[src/rtl/byte_match_unit_if.sv]
// Request/result bundle between the EX stage and the bit-serial byte matcher.
// The EX side drives the request fields; the matcher drives status and result.
interface byte_match_unit_if;
   logic        start;
   logic        cancel;
   logic [7:0]  pattern;
   logic [31:0] data;
   logic [31:0] result;
   logic        valid;
   logic        busy;
   logic        stallreq;

   modport master (
      output start, cancel, pattern, data,
      input  result, valid, busy, stallreq
   );

   modport slave (
      input  start, cancel, pattern, data,
      output result, valid, busy, stallreq
   );
endinterface

[src/rtl/byte_match_unit.sv]
// Bit-serial byte matcher: scans a word one bit offset per cycle and reports the
// lowest offset where the pattern byte occurs, stalling EX while it works.
//
//   state   | meaning
//   --------+-----------------------------------------------------------
//   ST_IDLE | waiting for start; operands not yet latched
//   ST_SCAN | testing offset pos against sh[7:0]; one offset per cycle
//   ST_DONE | result presented with valid for exactly one cycle
module byte_match_unit #(
   parameter int SCAN_LEN = 25
) (
   input  logic               clk,
   input  logic               resetn,
   byte_match_unit_if.slave   bus
);

   localparam int PW = (SCAN_LEN > 1) ? $clog2(SCAN_LEN) : 1;
   localparam logic [PW-1:0] POS_LAST = PW'(SCAN_LEN - 1);
   localparam logic [31:0]   NO_MATCH = 32'hFFFF_FFFF;

   typedef enum logic [1:0] {
      ST_IDLE = 2'd0,
      ST_SCAN = 2'd1,
      ST_DONE = 2'd2
   } state_t;

   state_t        state;
   state_t        state_nx;
   logic [31:0]   sh;
   logic [7:0]    pat;
   logic [PW-1:0] pos;
   logic [31:0]   result;
   logic [31:0]   result_nx;
   logic          load;
   logic          shift;
   logic          accept;

   // A new request can only be taken when no scan is in flight; a flush wins.
   assign accept = (state != ST_SCAN) & ~bus.cancel;

   always_comb begin
      state_nx  = state;
      result_nx = result;
      load      = 1'b0;
      shift     = 1'b0;
      case (state)
         ST_IDLE: begin
            if (bus.start & ~bus.cancel) begin
               state_nx = ST_SCAN;
               load     = 1'b1;
            end
         end
         ST_SCAN: begin
            if (bus.cancel) begin
               state_nx = ST_IDLE;
            end else if (sh[7:0] == pat) begin
               state_nx  = ST_DONE;
               result_nx = 32'(pos);
            end else if (pos == POS_LAST) begin
               state_nx  = ST_DONE;
               result_nx = NO_MATCH;
            end else begin
               shift = 1'b1;
            end
         end
         ST_DONE: begin
            if (bus.start & ~bus.cancel) begin
               state_nx = ST_SCAN;
               load     = 1'b1;
            end else begin
               state_nx = ST_IDLE;
            end
         end
         default: begin
            state_nx = ST_IDLE;
         end
      endcase
   end

   always_ff @(posedge clk or negedge resetn) begin
      if (!resetn) begin
         state  <= ST_IDLE;
         sh     <= '0;
         pat    <= '0;
         pos    <= '0;
         result <= '0;
      end else begin
         state  <= state_nx;
         result <= result_nx;
         if (load) begin
            sh  <= bus.data;
            pat <= bus.pattern;
            pos <= '0;
         end else if (shift) begin
            sh  <= sh >> 1;
            pos <= pos + 1'b1;
         end
      end
   end

   assign bus.result   = result;
   assign bus.valid    = (state == ST_DONE);
   assign bus.busy     = (state == ST_SCAN);
   assign bus.stallreq = (bus.start & accept) | (state == ST_SCAN);

endmodule

[src/flat_wrapper.sv]
// flat-port wrapper written by rule: the top's interface ports become plain ports
module byte_match_unit_flat 
#(
   parameter int SCAN_LEN = 25
)
  (clk, resetn, bus_start, bus_cancel, bus_pattern, bus_data, bus_result, bus_valid, bus_busy, bus_stallreq);
  byte_match_unit_if bus_i ();
  input  logic clk;
  input  logic resetn;
  input wire logic [$bits(bus_i.start)-1:0] bus_start;
  input wire logic [$bits(bus_i.cancel)-1:0] bus_cancel;
  input wire logic [$bits(bus_i.pattern)-1:0] bus_pattern;
  input wire logic [$bits(bus_i.data)-1:0] bus_data;
  output wire logic [$bits(bus_i.result)-1:0] bus_result;
  output wire logic [$bits(bus_i.valid)-1:0] bus_valid;
  output wire logic [$bits(bus_i.busy)-1:0] bus_busy;
  output wire logic [$bits(bus_i.stallreq)-1:0] bus_stallreq;
  assign bus_i.start = bus_start;
  assign bus_i.cancel = bus_cancel;
  assign bus_i.pattern = bus_pattern;
  assign bus_i.data = bus_data;
  assign bus_result = bus_i.result;
  assign bus_valid = bus_i.valid;
  assign bus_busy = bus_i.busy;
  assign bus_stallreq = bus_i.stallreq;
  byte_match_unit #(.SCAN_LEN(SCAN_LEN)) u_core (.clk(clk), .resetn(resetn), .bus(bus_i));
endmodule
[config.mk]
export PLATFORM = sky130hd
export DESIGN_NAME = byte_match_unit_flat
export DESIGN_NICKNAME = d
export VERILOG_FILES = /design/src/rtl/byte_match_unit_if.sv /design/src/rtl/byte_match_unit.sv /design/src/flat_wrapper.sv
export SDC_FILE = /design/constraint.sdc
export NUM_CORES = 1
export LEC_CHECK = 0
export ABC_CLOCK_PERIOD_IN_PS = 2000
export BUFFER_PORTS_ARGS = -buffer_cell sky130_fd_sc_hd__buf_4
export CORE_UTILIZATION = 40
export DETAILED_ROUTE_END_ITERATION = 10
export MAX_ROUTING_LAYER = met4
export SYNTH_ARGS = -nofsm -noshare
export SYNTH_HDL_FRONTEND = slang
export SYNTH_SLANG_ARGS = --single-unit
[constraint.sdc]
create_clock -name clk -period 2 [get_ports clk]
set_input_delay 0.4 -clock clk [delete_from_list [all_inputs] [get_ports clk]]
set_output_delay 0.4 -clock clk [all_outputs]
set_load 0.1 [all_outputs]
==> flow_summary.yaml <==
status:
  status: "finished, final reports clean"
global_route:
  antenna_found_initial: 0
  grt_use_total_pct: 18.9
  grt_pass1_vias: 2291
  grt_pass1_wl_um: 11000
  grt_max_degree: 54
  grt.overflow.total: 0
critical_path:
  start_kind: "flip-flop"
  max_stage_delay_ns: 0.43
  crit_buf_inv: 2
  cp_top_family: "simple AND/OR/NAND/NOR gates"
  rrSetupSlack_ns: 0.22
  timing.rr.end: "u_core.pos[1]"
  crit_path_cell_trace: "inv_1 -> ha_1 -> and4b_1 -> nor2_4 -> a21boi_4 -> buf_12 -> o31ai_1"
  r2r_start: "u_core.pos[1]"
  cpMaxStageDelayCell: "dfrtp_1"
  r2r_cells: 7
  arrival_ns: 1.99
  path_max_fanout: 16
  path_class: "flip-flop to flip-flop"
  required_ns: 2.20
  critPathCaptureType: "flip-flop"
yosys:
  yosysSeqAreaShare_pct: 45.6
  synth_top_area_share_pct: 45.6
  synth_cells: 320
  syn_area_per_cell_um2: 9.09
  synth_fp_nets: 366
  ys_types: 28
  synth_area_leader_cell: "dfrtp_1"
  synth_ff_type: "dfrtp_1"
  syn_area_um2: 2910
  synth_warnings: 0
  synth_commonest_cells: "nand2_1, o211ai_1, dfrtp_1"
  synthMostInstantiatedCell: "nand2_1"
  synth_area_leaders: "dfrtp_1, o211ai_1, nand2_1"
  ys_ff_latch: 53
  synthArstFlopShare_pct: 100
  synth_edf_count: 0
floorplan:
  die_h_um: 87.3
  start_util_pct: 42.1
  row_count: 30
  core_area_um2: 6910
  die_area_um2: 7620
  die-width_um: 87.3
  ioPinCount: 79
detailed_routing:
  via_per_inst: 5.24
  first_pass_iters: 4
  drt-total-wl_um: 6490
  drc: 0
  wl_per_cell_um: 14.0
  ant_nets: 0
  drtIter0Drc: 155
  vias: 2421
place:
  gp_congestion: 0.750
  dp_hpwl_um: 4130
  portBuffers: 78
clock_network:
  clock-sinks: 53
  cts_buffers: 5
  clk_latency_ns: 0.31
  cts_tree: "built"
  cts_hold_buf: 0
  clockBufferDepth: 2
  htreeDepth: 2
  clkTransAtPathRegs_ns: 0.10
  post-cts-setup-buffers: 0
  cts_resized: 0
  root_buffer: "clkbuf_8"
timing:
  fin_crit_ns: 1.78
  finalSetupTns_ns: 0
  hold_violations: 0
  worst_pin_slew_ns: 0.691
  fmax_ghz: 0.561
  finClkSkew_ns: 0.00448
  slew_viol_final: 0
  setup_viol: 0
  hold_slack_ns: 0.124
  period_share_pct: 89.2
  slew_headroom_pct: 53.9
  rsz0062_at_grt: "false"
final_layout:
  drive_gt1_share_pct: 30.1
  syn2layout_area_growth_pct: 22.5
  fin_nets: 411
  num-fill-cells: 682
  final_util_pct: 51.6
  diodes: 0
pwr:
  leakage_uw: 0.00161
  total_power_uw: 3170
  ir_drop_mv: 0.501
  power-per-cell-area_nw_per_um2: 890
hold_path:
  min_path_type: "input port to asynchronous set/reset pin"
job:
  maxCapViolations: 0
how the worst max path moves through the flow:
| stage | startpoint | to | slack, ns | cells after the start |
|---|---|---|---|---|
| 6_report | u_core.pos[1] | u_core.pos[1] | 0.22 | 7 |
| 5_1_grt | u_core.pos[1] | u_core.pos[1] | 0.08 | 7 |
| 4_1_cts | u_core.pos[1] | u_core.pos[1] | 0.23 | 7 |
| 3_5_place_dp | bus_cancel | u_core.sh[26] | 0.25 | 6 |
| 3_3_place_gp | bus_cancel | u_core.sh[21] | 0.27 | 6 |
| 2_1_floorplan | u_core.state[0] | bus_stallreq | 0.30 | 2 |
cell usage in the layout (no fill, tap or decap), drive strengths merged:
| cell | Yosys | final |
|---|---|---|
| nand2 | 93 | 93 |
| buf | 34 | 88 |
| o211ai | 64 | 64 |
| dfrtp | 53 | 53 |
| nor2 | 10 | 10 |
| o21ai | 9 | 9 |
| xnor2 | 8 | 8 |
| clkbuf | 16 | 7 |
| o221a | 5 | 5 |
| mux2i | 4 | 4 |
| inv | 3 | 3 |
| nand4 | 3 | 3 |
| a21oi | 3 | 3 |
| nand2b | 2 | 2 |
| and4 | 2 | 2 |
| nand3 | 2 | 2 |
| ha | 2 | 2 |
| nor2b | 1 | 1 |
| or3b | 1 | 1 |
| and4b | 1 | 1 |
| a21boi | 1 | 1 |
| nor3b | 1 | 1 |
| o31ai | 1 | 1 |
| o21a | 1 | 1 |
| clkinv | 0 | 1 |
logic make-up after synthesis:
kind of cell	Yosys count	synth area share (%)
buf+inv	53	11.2
compound gates	84	21.7
simple gates	116	16.9
mux	4	1.38
fa+ha+maj	2	0.860
flops	53	45.6
xor+xnor	8	2.41
routing by layer:
metal / vias up / part of all wire, % / global-route usage [%]
met5: - / 0 / -
met4: 0 / 0.76 / 4.02
met3: 6 / 5.5 / 3.41
met2: 73 / 47 / 31.0
met1: 1156 / 47 / 24.6
li1: 1186 / - / -
power breakdown:
group | internal, µW | leakage [µW] | switching (µW)
Combinational | 420 | 0.000882 | 576
Clock | 314 | 0.0000542 | 357
Sequential | 1330 | 0.000675 | 181
cell type report:
cell class / instances / area [µm²] / share of cell area (%)
flip-flops and latches: 53 / 1330 / 37.2
multi-input cells: 214 / 1270 / 35.6
repair buffers: 88 / 736 / 20.6
well taps: 96 / 120 / 3.37
clock buffers: 7 / 96.3 / 2.70
inverters: 3 / 11.3 / 0.316
clock inverters: 1 / 5.00 / 0.140
flip-flops by register name, summed over array words and instances (netlist names):
register           count
u_core.pos             5
u_core.sh             32
u_core.pat             8
u_core.state           2
u_core.bus.result      6
stage by stage:
| stage | setup WS [ns] | instance area, µm² | std cells |
|---|---|---|---|
| CTS | 0.232 | 3570 | 462 |
| global placement | 0.267 | 3460 | 454 |
| detailed placement | 0.249 | 3460 | 454 |
| floorplan | 0.298 | 2920 | 320 |
| finish | 0.216 | 3570 | 462 |
| global route | 0.0798 | 3570 | 462 |
Note: power is estimated with default switching activity, not from simulation.
